$ cat config.mk
export PLATFORM = sky130hd
export DESIGN_NAME = fft2d_corner_turn
export DESIGN_NICKNAME = d
export VERILOG_FILES = /design/src/rtl/fft2d_pkg.sv /design/src/rtl/fft2d_ct_bank.sv /design/src/rtl/fft2d_corner_turn.sv
export SDC_FILE = /design/constraint.sdc
export NUM_CORES = 2
export LEC_CHECK = 0
export CAP_MARGIN = 20
export CORE_MARGIN = 1
export CORE_UTILIZATION = 35
export DETAILED_ROUTE_END_ITERATION = 10
export GPL_ROUTABILITY_DRIVEN = 0
export PLACE_DENSITY_LB_ADDON = 0.12
export REMOVE_ABC_BUFFERS = 1
export SETUP_SLACK_MARGIN = 0.02
export SLEW_MARGIN = 15
export SYNTH_ARGS = -nofsm -noshare
export SYNTH_HDL_FRONTEND = slang
export SYNTH_HIERARCHICAL = 1
export SYNTH_SLANG_ARGS = --single-unit
$ cat constraint.sdc
create_clock -name clk -period 59.2 [get_ports clk]
set_clock_uncertainty 0.05 [all_clocks]
set_input_delay 14.8 -clock clk [delete_from_list [all_inputs] [get_ports clk]]
set_output_delay 14.8 -clock clk [all_outputs]
set_load 0.02 [all_outputs]
$ cat src/rtl/fft2d_pkg.sv
// Shared 2D FFT datapath definitions: complex sample width, re/im packing
// order and slice helpers used by the row-FFT, corner-turn and column-FFT.
package fft2d_pkg;

  localparam int DATALEN_DEF  = 16;
  localparam int CMPLXLEN_DEF = 2 * DATALEN_DEF;

  // Packing order: slot index in DATALEN units inside one complex sample,
  // and sample 0 of a beat sits at the least significant end.
  localparam int RE_SLOT     = 0;
  localparam int IM_SLOT     = 1;
  localparam int SAMPLE0_LSB = 0;

  function automatic int cmplxlen(input int datalen);
    return 2 * datalen;
  endfunction

  function automatic logic [DATALEN_DEF-1:0] cx_re(input logic [CMPLXLEN_DEF-1:0] x);
    return x[RE_SLOT*DATALEN_DEF +: DATALEN_DEF];
  endfunction

  function automatic logic [DATALEN_DEF-1:0] cx_im(input logic [CMPLXLEN_DEF-1:0] x);
    return x[IM_SLOT*DATALEN_DEF +: DATALEN_DEF];
  endfunction

  function automatic logic [CMPLXLEN_DEF-1:0] cx_pack(input logic [DATALEN_DEF-1:0] re,
                                                      input logic [DATALEN_DEF-1:0] im);
    logic [CMPLXLEN_DEF-1:0] x;
    x = '0;
    x[RE_SLOT*DATALEN_DEF +: DATALEN_DEF] = re;
    x[IM_SLOT*DATALEN_DEF +: DATALEN_DEF] = im;
    return x;
  endfunction

endpackage

$ cat src/rtl/fft2d_ct_bank.sv
// One corner-turn bank: ROWS x COLS complex registers, written a row at a
// time and read a column at a time.
module fft2d_ct_bank
  import fft2d_pkg::*;
#(
  parameter  int DATALEN  = 16,
  parameter  int ROWS     = 8,
  parameter  int COLS     = 8,
  localparam int CMPLXLEN = cmplxlen(DATALEN),
  localparam int RW       = $clog2(ROWS),
  localparam int CLW      = $clog2(COLS)
) (
  input  logic                               clk,
  input  logic                               we,
  input  logic [RW-1:0]                      wr_row,
  input  logic [COLS-1:0][CMPLXLEN-1:0]      wr_data,
  input  logic [CLW-1:0]                     rd_col,
  output logic [ROWS-1:0][CMPLXLEN-1:0]      rd_data
);

  // Storage has no reset: contents are only observable once the owning
  // full flag is set, which implies every row was rewritten.
  for (genvar r = 0; r < ROWS; r++) begin : g_row
    logic [COLS-1:0][CMPLXLEN-1:0] row_q;

    always_ff @(posedge clk)
      if (we && (wr_row == RW'(r)))
        row_q <= wr_data;

    assign rd_data[r] = row_q[rd_col];
  end

endmodule

$ cat src/rtl/fft2d_corner_turn.sv
// Ping-pong corner-turn buffer: rows in, columns out, with valid/ready on
// both sides; one bank fills while the other drains.
module fft2d_corner_turn
  import fft2d_pkg::*;
#(
  parameter  int DATALEN  = 16,
  parameter  int ROWS     = 8,
  parameter  int COLS     = 8,
  localparam int CMPLXLEN = cmplxlen(DATALEN)
) (
  input  logic                      clk,
  input  logic                      rstn,
  input  logic                      flush,
  input  logic                      in_valid,
  output logic                      in_ready,
  input  logic [COLS*CMPLXLEN-1:0]  in_data,
  output logic                      out_valid,
  input  logic                      out_ready,
  output logic [ROWS*CMPLXLEN-1:0]  out_data,
  output logic                      out_first,
  output logic                      out_last
);

  localparam int RW  = $clog2(ROWS);
  localparam int CLW = $clog2(COLS);

  logic [1:0]                          full, full_nxt;
  logic                                wb, rb;
  logic [RW-1:0]                       wr_row;
  logic [CLW-1:0]                      rd_col;
  logic                                in_fire, out_fire, wr_last, rd_last;
  logic [1:0]                          bank_we;
  logic [1:0][ROWS-1:0][CMPLXLEN-1:0]  bank_rd;

  assign in_ready  = !full[wb];
  assign out_valid = full[rb];
  assign in_fire   = in_valid  && in_ready  && !flush;
  assign out_fire  = out_valid && out_ready && !flush;
  assign wr_last   = (wr_row == RW'(ROWS-1));
  assign rd_last   = (rd_col == CLW'(COLS-1));

  for (genvar b = 0; b < 2; b++) begin : g_bank
    assign bank_we[b] = in_fire && (wb == 1'(b));

    fft2d_ct_bank #(
      .DATALEN (DATALEN),
      .ROWS    (ROWS),
      .COLS    (COLS)
    ) u_bank (
      .clk     (clk),
      .we      (bank_we[b]),
      .wr_row  (wr_row),
      .wr_data (in_data),
      .rd_col  (rd_col),
      .rd_data (bank_rd[b])
    );
  end

  assign out_data  = bank_rd[rb];
  assign out_first = out_valid && (rd_col == '0);
  assign out_last  = out_valid && rd_last;

  // Write and read sides always own different banks, so setting one flag
  // and clearing the other in the same cycle never collide.
  always_comb begin
    full_nxt = full;
    if (in_fire && wr_last)
      full_nxt[wb] = 1'b1;
    if (out_fire && rd_last)
      full_nxt[rb] = 1'b0;
  end

  always_ff @(posedge clk or negedge rstn) begin
    if (!rstn) begin
      full   <= '0;
      wb     <= 1'b0;
      rb     <= 1'b0;
      wr_row <= '0;
      rd_col <= '0;
    end else if (flush) begin
      full   <= '0;
      wb     <= 1'b0;
      rb     <= 1'b0;
      wr_row <= '0;
      rd_col <= '0;
    end else begin
      full <= full_nxt;
      if (in_fire) begin
        if (wr_last) begin
          wr_row <= '0;
          wb     <= !wb;
        end else begin
          wr_row <= wr_row + RW'(1);
        end
      end
      if (out_fire) begin
        if (rd_last) begin
          rd_col <= '0;
          rb     <= !rb;
        end else begin
          rd_col <= rd_col + CLW'(1);
        end
      end
    end
  end

endmodule
==> results_dict.tcl <==
set metrics [dict create \
    outcome "complete, no violations" \
    cts_buffers 444 \
    viasPerCell 5.133 \
    routedWlPerCell_um 28.53 \
    fin_crit_ns 23.13 \
    drv_slew 0 \
    cts_setup_buffers 0 \
    crit_required_ns 44.35 \
    numPortBuffers 520 \
    ys_top_cells_by_area "edfxtp_1 78%, mux4_2 15%, mux2_2 5.5%, buf_6 0.76%, buf_2 0.20%" \
    postCtsHoldBufs 0 \
    drv_cap 0 \
    avgSynthCellArea_sq_um 25.05 \
    cts_tree "built" \
    start_kind "flip-flop" \
    grt_pass1_vias 74690 \
    finalSetupViolCount 0 \
    layout-drive-gt1-share_pct 34.40 \
    fp.dieW_um 672.7 \
    yosys.area.top_type "edfxtp_1" \
    core_area_sq_mm 0.4466 \
    drc 0 \
    yosysUniqueCellTypes 29 \
    synth_xor_area_share_pct 0 \
    drtPass1Iterations 5 \
    grtUsageTotal_pct 16.69 \
    r2r-start "full[1]" \
    syn_inst 6286 \
    yosys_warnings 6 \
    critPathMaxFanout 56 \
    grt_first_pass_wirelength_mm 547.3 \
    seq_area_frac_synth_pct 78.28 \
    netlist_area_sq_mm 0.1574 \
    antenna_found_initial 79 \
    cts_resized 0 \
    ios 521 \
    synth-simple-area-share_pct 0.1359 \
    arrival_ns 8.28 \
    syn_to_final_growth_pct 16.55 \
    synth_adder_area_share_pct 0.03974 \
    crit_start "rd_col[2]" \
    final_common_cell "edfxtp_1" \
    drtIter0Drc 4956 \
    synth_seq_cells 4106 \
    synth_top_family_by_area "multiplexers" \
    clkSlewWorstSetupHoldPaths_ns 0.06 \
    routed_wl_mm 381.7 \
    place_inst 12550 \
    vias 68670 \
    end_kind "primary output" \
    reg2reg_slack_ns 54.27 \
    worst_slew_pin_slew_ns 1.278 \
    grt-ovfl-total 0 \
    clk-insertion-delay-late_ns 0.96 \
    finalHoldViolations 0 \
    max_freq_mhz 43.23 \
    min_from "full[1]" \
    hpwl_mm 207.8 \
    r2r-end "g_bank[1].u_bank/g_row[3].row_q[225]" \
    synth_compound_area_share_pct 0.06358 \
    path_class "reg2out" \
    r2r_cells 6 \
    final_net_count 7337 \
    timing.setup.tns_ns 0 \
    power.static_leakage_uw 0.05471 \
    cts-htree-levels 5 \
    synth_mux_area_share_pct 20.16 \
    cts.sinks 4106 \
    crit_end "out_data[138]" \
    die_area_sq_mm 0.4525 \
    root_buffer "clkbuf_16" \
    finalCritPeriodShare_pct 39.08 \
    worstHoldPathCells 2 \
    final_cell_count_no_fill 13380 \
    nFillCells 38710 \
    yosys.area.top_type_share_pct 78.13 \
    clockBufferDepth 4 \
    hold_class "reg2reg" \
    dieHeight_um 672.7 \
    rsz0062_at_grt "false" \
    vdd_drop_max_mv 0.02612 \
    p_per_area_mw_per_mm2 32.75 \
    grt_max_degree 157 \
    start_util_pct 35.25 \
    final_cell_mix "4096 x edfxtp_1, 1024 x mux4_2, 768 x mux2_2" \
    std_cell_rows 245 \
    ant_nets 0 \
    slew_headroom_pct 14.82 \
]
cell type report:
| cell class | instances | area, sq um | share of cell area (%) |
|---|---|---|---|
| timing repair buffer | 653 | 6417 | 3.497 |
| antenna | 14 | 35.03 | 0.01909 |
| clock inverter | 269 | 2431 | 1.325 |
| clock buffer | 541 | 11690 | 6.368 |
| multi-input combinational | 1860 | 32220 | 17.56 |
| tap | 5928 | 7417 | 4.042 |
| sequential | 4106 | 123300 | 67.18 |
| inverter | 6 | 22.52 | 0.01227 |
synth_stat cells:
master	instances
nor3b_1	1
buf_6	106
nor2_1	15
a41o_1	1
or3_2	1
nand4b_1	1
edfxtp_1	4096
mux2_4	1
buf_1	64
nor4b_1	1
o31ai_1	1
and2_1	1
mux4_2	1024
nor4_1	1
dfrtp_1	10
inv_1	6
nand2_1	6
or4_1	1
a31oi_1	2
ha_1	5
buf_2	63
clkbuf_1	81
mux2_2	768
nand3_1	4
a21oi_1	7
o21ai_0	7
mux2i_1	1
nand2b_1	6
nor3_1	5
critical path, cell delays in order, from the launching register on:
cell	delay (ns)
dfrtp_4	0.88
buf_4	0.75
buf_4	0.79
buf_4	0.70
buf_4	0.78
buf_4	0.79
buf_4	0.71
mux4_2	0.41
mux2_2	0.28
mux2_2	0.35
clkdlybuf4s50_1	0.57
registers in the layout (all words and copies together) (netlist names):
signal,flops
rb,1
g_bank.u_bank/g_row.row_q,4096
rd_col,3
wr_row,3
wb,1
full,2
cells by family after synthesis:
kind of cell    count (synthesis)
fa+ha+maj                       5
compound gates                 18
simple gates                   43
mux                          1794
buf+inv                       320
flops                        4106
metal layers:
metal	track usage [%]	vias up	wire [um]
li1	-	28750	-
met1	22.82	37820	167900
met2	27.76	1491	187000
met3	3.058	573	18210
met4	3.911	40	8373
met5	0	-	230
worst min-delay path by stage:
stage                 to  slack, ns
3_3_place_gp   wr_row[2]       0.55
2_1_floorplan    full[1]       0.51
4_1_cts        wr_row[2]       0.57
6_report         full[1]       0.58
5_1_grt               wb       0.60
3_5_place_dp   wr_row[2]       0.57
stage by stage:
step	power, uW	instance area (sq um)	util, %	setup slack [ns]	hold slack, ns
floorplan	3306	155400	-	3.854	0.5057
global placement	3393	169200	37.89	36.80	0.5502
detailed placement	3395	169300	37.90	36.78	0.5652
CTS	6096	183400	41.06	35.66	0.5735
global route	6206	183500	41.08	35.59	0.6037
finish	6010	183500	41.08	36.07	0.5762
report_power, final:
part	total (uW)	leakage (uW)	switching, uW	internal (uW)
clock network	2680	0.00692	1140	1540
registers	3220	0.0370	3.34	3220
logic	107	0.0108	81.6	25.5
total	6010	0.0547	1220	4790
Power figures use the tool's default switching activity.
